File: config.mk
export PLATFORM = sky130hd
export DESIGN_NAME = led_burst_ctrl
export DESIGN_NICKNAME = d
export VERILOG_FILES = /design/src/rtl/led_burst_ctrl.sv
export SDC_FILE = /design/constraint.sdc
export NUM_CORES = 1
export LEC_CHECK = 0
export CORE_MARGIN = 1
export CORE_UTILIZATION = 25
export CTS_CLUSTER_DIAMETER = 30
export DETAILED_ROUTE_END_ITERATION = 12
export GPL_ROUTABILITY_DRIVEN = 0
export PLACE_DENSITY = 0.44
export SLEW_MARGIN = 20
export SYNTH_ARGS = -nofsm -noshare
export SYNTH_HDL_FRONTEND = slang
export SYNTH_SLANG_ARGS = --single-unit
File: constraint.sdc
create_clock -name clk -period 4.6 [get_ports clk]
set_clock_uncertainty 0.2 [all_clocks]
set_input_delay 0.69 -clock clk [delete_from_list [all_inputs] [get_ports clk]]
set_output_delay 0.69 -clock clk [all_outputs]
set_load 0.02 [all_outputs]
File: src/rtl/led_burst_ctrl.sv
// led_burst_ctrl: programmable LED blink-burst sequencer.
// A descriptor (count, rate, repeat) is accepted over cfg_valid/cfg_ready while
// idle; the LED then toggles through on/off half-periods of 2^(BASE+rate) clk
// cycles, optionally looping with a GAP_TICKS half-period dark gap until abort.
// Ports:
//   clk, rst_n          clock, synchronous active-low reset
//   cfg_valid/cfg_ready descriptor handshake (cfg_ready is combinational)
//   cfg_count           blinks per burst, 0 means 16
//   cfg_rate            half-period exponent offset
//   cfg_repeat          loop bursts until abort
//   abort               return to idle on the next cycle
//   led, busy, done     registered LED drive, activity flag, end-of-burst pulse
//   blinks_left         blinks remaining including the current one (16 reads 0)
module led_burst_ctrl #(
  parameter int unsigned BASE      = 20,
  parameter int unsigned GAP_TICKS = 4
) (
  input  logic       clk,
  input  logic       rst_n,
  input  logic       cfg_valid,
  output logic       cfg_ready,
  input  logic [3:0] cfg_count,
  input  logic [2:0] cfg_rate,
  input  logic       cfg_repeat,
  input  logic       abort,
  output logic       led,
  output logic       busy,
  output logic       done,
  output logic [3:0] blinks_left
);

  localparam int unsigned PW = BASE + 8;

  typedef enum logic [1:0] {S_IDLE, S_ON, S_OFF, S_GAP} state_t;

  state_t        r_state;
  logic [PW-1:0] r_presc;
  logic [2:0]    r_rate_q;
  logic          r_repeat_q;
  logic [4:0]    r_count_q;
  logic [4:0]    r_remaining;
  logic [3:0]    r_gap;
  logic          r_led;
  logic          r_busy;
  logic          r_done;

  logic          w_accept;
  logic          w_tick;
  logic [PW-1:0] w_limit;
  logic [4:0]    w_count;

  assign cfg_ready = (r_state == S_IDLE) && !abort;
  assign w_accept  = cfg_valid && cfg_ready;

  // Last prescaler value of a half-period at the latched rate.
  assign w_limit = (PW'(1) << (BASE + 32'(r_rate_q))) - PW'(1);
  assign w_tick  = (r_presc == w_limit);

  // A count of zero encodes a full 16-blink burst.
  assign w_count = (cfg_count == 4'd0) ? 5'd16 : {1'b0, cfg_count};

  // Sequencer state, prescaler and registered outputs.
  always_ff @(posedge clk) begin
    if (!rst_n) begin
      r_state     <= S_IDLE;
      r_presc     <= '0;
      r_rate_q    <= '0;
      r_repeat_q  <= 1'b0;
      r_count_q   <= '0;
      r_remaining <= '0;
      r_gap       <= '0;
      r_led       <= 1'b0;
      r_busy      <= 1'b0;
      r_done      <= 1'b0;
    end else begin
      r_done <= 1'b0;
      if (r_state != S_IDLE && abort) begin
        r_state     <= S_IDLE;
        r_presc     <= '0;
        r_remaining <= '0;
        r_led       <= 1'b0;
        r_busy      <= 1'b0;
      end else begin
        case (r_state)
          S_IDLE: begin
            if (w_accept) begin
              r_rate_q    <= cfg_rate;
              r_repeat_q  <= cfg_repeat;
              r_count_q   <= w_count;
              r_remaining <= w_count;
              r_presc     <= '0;
              r_state     <= S_ON;
              r_led       <= 1'b1;
              r_busy      <= 1'b1;
            end
          end
          S_ON: begin
            r_presc <= w_tick ? '0 : r_presc + PW'(1);
            if (w_tick) begin
              r_state <= S_OFF;
              r_led   <= 1'b0;
            end
          end
          S_OFF: begin
            r_presc <= w_tick ? '0 : r_presc + PW'(1);
            if (w_tick) begin
              if (r_remaining > 5'd1) begin
                r_remaining <= r_remaining - 5'd1;
                r_state     <= S_ON;
                r_led       <= 1'b1;
              end else if (r_repeat_q) begin
                r_state <= S_GAP;
                r_gap   <= 4'(GAP_TICKS);
              end else begin
                r_state     <= S_IDLE;
                r_remaining <= '0;
                r_busy      <= 1'b0;
                r_done      <= 1'b1;
              end
            end
          end
          S_GAP: begin
            r_presc <= w_tick ? '0 : r_presc + PW'(1);
            if (w_tick) begin
              r_gap <= r_gap - 4'd1;
              // Gap expires on the tick that brings the counter to zero.
              if (r_gap == 4'd1) begin
                r_remaining <= r_count_q;
                r_state     <= S_ON;
                r_led       <= 1'b1;
              end
            end
          end
          default: r_state <= S_IDLE;
        endcase
      end
    end
  end

  assign led         = r_led;
  assign busy        = r_busy;
  assign done        = r_done;
  assign blinks_left = r_remaining[3:0];

endmodule

==> metrics.md, run 1 <==
| Metric | Value |
|---|---|
| Share of cells above drive strength 1 | `under 10%` |
| Most common cell after layout, fill and taps aside | `dfxtp_1` |
| N_diodes | `0` |
| # Post-CTS Setup Buffers | `0` |
| Hold Path Class | `register to register` |
| CP startpoint kind | `input port` |
| Ys Warns | `0` |
| Starting density of the core | `25.8%` |
| Clock buffer count from CTS | `5` |
| Vias per inst | `around 4.8` |
| Total gr overflow | `0` |
| Vias | `2409` |
| Largest net degree at the start of global routing | `29` |
| Slew Limit Fails | `0` |
| Synth unique cells | `56` |
| PortBufs | `19` |
| Setup TNS | `0 ps` |
| Hold Vio Cnt, Final | `0` |
| Hold buffer count at cts | `0` |
| Final cell count without fillers | `498` |
| Pleak | `1.11 nW` |
| Drt wl/cell | `approximately 13 um` |
| Post-route ant nets | `0` |
| DR iter-0 viols | `209` |
| Compound-gate portion of the synthesized area | `between 10% and 20%` |
| Number of synthesized flops with an enable pin | `0` |
| CTS Sinks | `51` |
| DRC viols | `0` |
| Num rows | `38` |
| Final period utilization | `65.8%` |
| Power density over cell area | `385 nW/um^2` |
| Least-Margin Pin Slew | `746 ps` |
| Global Route Usage Sum | `a little under an eighth` |
| Buf/Inv on CP | `1` |
| Number of global-route vias before repair | `2237` |
| Fin nets | `379` |
| CTS root buf | `clkbuf_16` |
| Max Clock Freq | `330 MHz` |
| Post-route minimum period | `about 3000 ps` |
| Die area | `11700 sq um` |
| Synth Area per Inst | `a little over 8 sq um` |
| Crit path largest cell delay | `approximately 740 ps` |
| Critical Path Fanout Max | `10` |
| CTS tree | `built` |
| Arrival time worst endpoint | `3030 ps` |
| Ys flop type | `dfxtp_1` |
| Critical path class | `input port to register` |
| # IOs | `20` |
| Die H | `108 um` |
| Synth Area in XOR/XNOR | `7.75%` |
| Seq/Total Area, Yosys | `approximately 36%` |
| Most frequent cells in the layout | `51 x dfxtp_1, 45 x nor2_1, 39 x nand2_1, 23 x nand3_1, 19 x clkdlybuf4s50_1` |
| Slowest cell on crit path | `clkdlybuf4s50_1` |
| Post-DP HPWL | `between 4000 and 5000 um` |
| Synth Instances | `343` |
| Htree depth | `2` |
| Worst slew margin | `50.1%` |
| Run status | `finished, final reports clean` |
| Setup crit end kind | `register` |
| Resized Gates After CTS | `0` |
| First-pass GRT wire length | `11000 um` |
| Area grow syn2layout | `15.2%` |
| Crit-path leading delay family | `simple AND/OR/NAND/NOR gates` |
| Mux share of post-synthesis cell area | `approximately 1.8%` |
| CP required | `between 4000 and 5000 ps` |
| Ys async rst share | `0%` |
| Max-cap violations | `0` |
| Antenna violations before repair | `0` |
| Syn_nets | `365` |
| Adder-Cell Fraction of Synth Area | `about 4.4%` |
| Final setup vio count | `0` |
| DRT Wirelength | `about 6600 um` |
| Die width | `108 um` |
| Post-synthesis simple-gate area fraction | `30.7%` |
| Netlist Area Pre-Place | `between 2000 and 3000 sq um` |
| Core Area | `10900 sq um` |
| Crit-path cells | `clkdlybuf4s50_1 > nor2b_1 > nor2_1 > a21oi_1 > nand3_1 > or2_4 > o31ai_1` |
| RSZ-0062 raised after global routing | `false` |
| Maximum vdd drop | `0.155 mV` |
| Reg clk slew, reported paths | `70 ps` |
| Dpl cells | `490` |
| Synth Register Bits | `51` |
| Clock Latency Late Sink | `290 ps` |
| Clk buf depth | `2` |
| Initial DRT Pass Iterations | `7` |
| Largest family of logic cells by synthesized area | `simple AND/OR/NAND/NOR gates` |
-- registers in the layout, summed over array words and instances (netlist names) --
register and flops:
r_repeat_q 1, done 1, r_rate_q 3, r_remaining 5, r_count_q 5, led 1, r_presc 28, r_gap 4
r_state 2, busy 1
-- cells by family (layout without fill, tap and decap cells) --
| group | Yosys count | after routing |
|---|---|---|
| AND/OR/NAND/NOR | 170 | 170 |
| AO/OA/AOI/OAI | 60 | 60 |
| flip-flops | 51 | 51 |
| XOR/XNOR | 25 | 25 |
| buffers and inverters | 22 | 37 |
| adder cells (fa/ha/maj) | 10 | 10 |
| multiplexers | 5 | 5 |
-- layer usage --
metal / share of wire (%) / track usage (%) / up-vias
met3: 4.6 / 1.93 / 8
met5: 0 / 0 / -
met2: 42 / 17.7 / 47
met1: 51 / 17.3 / 1121
met4: 1.7 / 4.54 / 0
li1: - / - / 1233
-- final timing paths --
| kind | start | endpoint | slack, ps | cells after the start |
|---|---|---|---|---|
| worst max-delay path | cfg_valid | r_remaining[2]$_SDFFE_PP0P_ | 1570 | 7 |
| worst min register to register | r_count_q[3]$_SDFFE_PN0P_ | r_count_q[3]$_SDFFE_PN0P_ | 280 | 2 |
| worst min-delay path | r_count_q[3]$_SDFFE_PN0P_ | r_count_q[3]$_SDFFE_PN0P_ | 280 | 2 |
| worst max register to register | r_rate_q[2]$_SDFFE_PN0P_ | r_presc[5]$_SDFFE_PP0P_ | 1820 | 6 |
-- synth_stat cells, types with 2 or more instances --
library cell  count  share of area [%]
clkbuf_1          5               0.66
or3_1             2               0.44
nor3_2            2               0.71
and2_1            3               0.66
xnor2_1          11                3.4
nand3_1          23                4.1
xor2_1           14                4.3
a21oi_1           9                1.6
nor2b_1           6                1.3
nand4b_1          3               0.93
a31oi_1           5                1.1
nor3b_1           2               0.53
nor3_1           10                1.8
nand2b_1          5                1.1
mux2i_1           5                1.8
dfxtp_1          51                 36
nor2_1           45                6.0
or4b_2            3                1.1
o211ai_1          2               0.53
o22ai_1           3               0.66
a21boi_0         10                2.7
inv_1             9                1.2
o21ai_0          10                1.8
and4_1            3               0.93
ha_1             10                4.4
nand3b_1          2               0.53
nand2_1          39                5.2
a22oi_1           2               0.53
nor4_1            2               0.44
or4_1             3               0.80
buf_6             2               0.80
o21bai_1          2               0.53
nand4_1           5                1.1
o31ai_1           2               0.53
buf_4             5                1.3
and3_1            7                1.5
a211oi_1          2               0.53
-- metrics by stage --
step	util [%]	setup slack, ps	power (W)	hold WS [ps]	area (sq um)
floorplan	-	2110	0.000800	244	2830
global placement	28.5	1340	0.000903	255	3110
detailed placement	28.5	1300	0.000898	268	3110
CTS	29.8	1600	0.00127	280	3260
global route	29.8	1320	0.00134	312	3260
finish	29.8	1570	0.00125	275	3260
-- layout make-up --
cell class	instances	area [sq um]
multi-input cells	270	1690
fillers	1191	7680
flip-flops and latches	51	1020
clock inverters	2	12.5
clock buffers	6	129
well taps	140	175
repair buffers	20	198
inverters	9	33.8
-- worst min-delay path: stages, from the launching register on --
cell and delay [ps]:
dfxtp_1 310, nand2_1 50, a21boi_0 70
-- report_power, final --
group | leakage (nW) | switching (W) | internal (W)
registers | 0.413 | 0.0000329 | 0.000473
clock network | 0.0669 | 0.000164 | 0.000201
logic | 0.628 | 0.000236 | 0.000145
Note: power is estimated with default switching activity, not from simulation.
==> run 2: changes to the inputs <==
- clock period: 4.6 -> 2.9 ns (I/O delays scaled with it)
==> run 2 against run 1 <==
Routed wire length up 3.2%; largest cell class unchanged; largest power group unchanged; register-to-register slack worse by 1500 ps; first-iteration DRC count down 38%; critical path depth down 2; hold slack worse by 13 ps; non-clock buffer count up 8; cell count up 1.6%; count of clock-buffer cells in the layout down 1; setup slack worse by 1200 ps.
==> metrics.md, run 2 (synthesis results as in run 1) <==
| Metric | Value |
|---|---|
| Power density over cell area | `about 660 nW/um^2` |
| First-pass GRT wire length | `11500 um` |
| Cell area after layout | `between 3000 and 4000 sq um` |
| # Post-CTS Setup Buffers | `0` |
| CP required | `2270 ps` |
| Regs by FF count | `r_presc: 28 flops, r_count_q: 5 flops, r_remaining: 5 flops` |
| Die area | `11700 sq um` |
| Max Clock Freq | `389 MHz` |
| RSZ-0062 raised after global routing | `false` |
| Critical path class | `register to output pin` |
| Pleak | `1.18 nW` |
| PortBufs | `19` |
| Num rows | `38` |
| Vias | `~2400` |
| CTS root buf | `clkbuf_16` |
| Resized Gates After CTS | `0` |
| Drt wl/cell | `13.5 um` |
| DR iter-0 viols | `130` |
| DRT Wirelength | `6820 um` |
| Hold Path Class | `register to register` |
| Run status | `finished, final reports clean` |
| CTS tree | `built` |
| Final setup vio count | `0` |
| Antenna violations before repair | `0` |
| Core Area | `between 10000 and 15000 sq um` |
| Largest net degree at the start of global routing | `29` |
| Post-route ant nets | `0` |
| Maximum vdd drop | `0.271 mV` |
| WHS | `about 260 ps` |
| Setup TNS | `0 ps` |
| Most frequent cells in the layout | `51 x dfxtp_1, 45 x nor2_1, 39 x nand2_1, 23 x nand3_1, 19 x clkdlybuf4s50_1` |
| Slew Limit Fails | `0` |
| Critical Path Fanout Max | `4` |
| Placement Cell Area | `3190 sq um` |
| Post-route minimum period | `2570 ps` |
| Number of global-route vias before repair | `2314` |
| Final cell count without fillers | `506` |
| CTS Sinks | `51` |
| Area grow syn2layout | `19.6%` |
| Most flop-heavy register | `r_presc` |
| Post-DP HPWL | `5020 um` |
| Starting density of the core | `25.8%` |
| Most common cell after layout, fill and taps aside | `dfxtp_1` |
| Dpl cells | `roughly 500` |
| N_diodes | `0` |
| Initial DRT Pass Iterations | `6` |
| Clock Latency Late Sink | `approximately 290 ps` |
| CP startpoint kind | `register` |
| Die width | `108 um` |
| Final period utilization | `88.6%` |
| Fin nets | `387` |
| Global Route Usage Sum | `roughly 12%` |
| Clock buffer count from CTS | `5` |
| Share of cells above drive strength 1 | `under 10%` |
| Hold Vio Cnt, Final | `0` |
| Largest register FFs | `28` |
| DRC viols | `0` |
| Worst slew margin | `60.4%` |
| Hold buffer count at cts | `0` |
| Total gr overflow | `0` |
| Htree depth | `2` |
| Vias per inst | `4.82` |
| Die H | `108 um` |
| Least-Margin Pin Slew | `579 ps` |
| Clk buf depth | `2` |
| Reg clk slew, reported paths | `70 ps` |
| Max-cap violations | `0` |
| Setup crit end kind | `output pin` |
| Arrival time worst endpoint | `a little under 2000 ps` |
| # IOs | `20` |
==> run 2: cell type report <==
| cell class | instances | area (sq um) |
|---|---|---|
| Fill cell | 1183 | 7560 |
| Multi-Input combinational cell | 270 | 1690 |
| Sequential cell | 51 | 1020 |
| Timing Repair Buffer | 28 | 270 |
| Tap cell | 140 | 175 |
| Clock buffer | 5 | 125 |
| Clock inverter | 3 | 67.6 |
| Inverter | 9 | 33.8 |
==> run 2: report_power, final <==
group          leakage [nW]  internal, W  switching, W
Clock                0.0900     0.000494      0.000268
Combinational         0.672     0.000266      0.000387
Sequential            0.413     0.000751     0.0000519
Total                  1.18      0.00151      0.000707
==> run 2: final timing paths <==
path / end / cells past startpoint / startpoint / slack (ps)
worst max register to register: r_gap[2]$_SDFFE_PN0P_ / 6 / r_rate_q[2]$_SDFFE_PN0P_ / 370
worst max-delay path: cfg_ready / 5 / r_state[0]$_SDFFE_PP0P_ / 330
worst min-delay path: r_count_q[2]$_SDFFE_PN0P_ / 2 / r_count_q[2]$_SDFFE_PN0P_ / 260
worst min register to register: r_count_q[2]$_SDFFE_PN0P_ / 2 / r_count_q[2]$_SDFFE_PN0P_ / 260
==> run 2: routing by layer <==
| metal | GRT usage [%] | vias up | wire length, um |
|---|---|---|---|
| met5 | 0 | - | 0 |
| met4 | 3.86 | 0 | 92 |
| met3 | 2.17 | 5 | 258 |
| met2 | 18.5 | 40 | 2850 |
| met1 | 18.2 | 1138 | 3620 |
| li1 | - | 1258 | - |
==> run 2: critical path, cell delays in order (launching register included) <==
cell             delay, ps
dfxtp_1                330
inv_1                  130
ha_1                   190
inv_1                   80
nor2_1                 240
clkdlybuf4s50_1        670
==> run 2: through the flow <==
step                      power, W  setup slack, ps  utilization, %
after floorplan            0.00127              662               -
after global placement     0.00148              234            29.1
after detailed placement   0.00147              193            29.1
after CTS                  0.00225              293            30.9
after global routing       0.00236              116            30.9
final                      0.00222              332            30.9
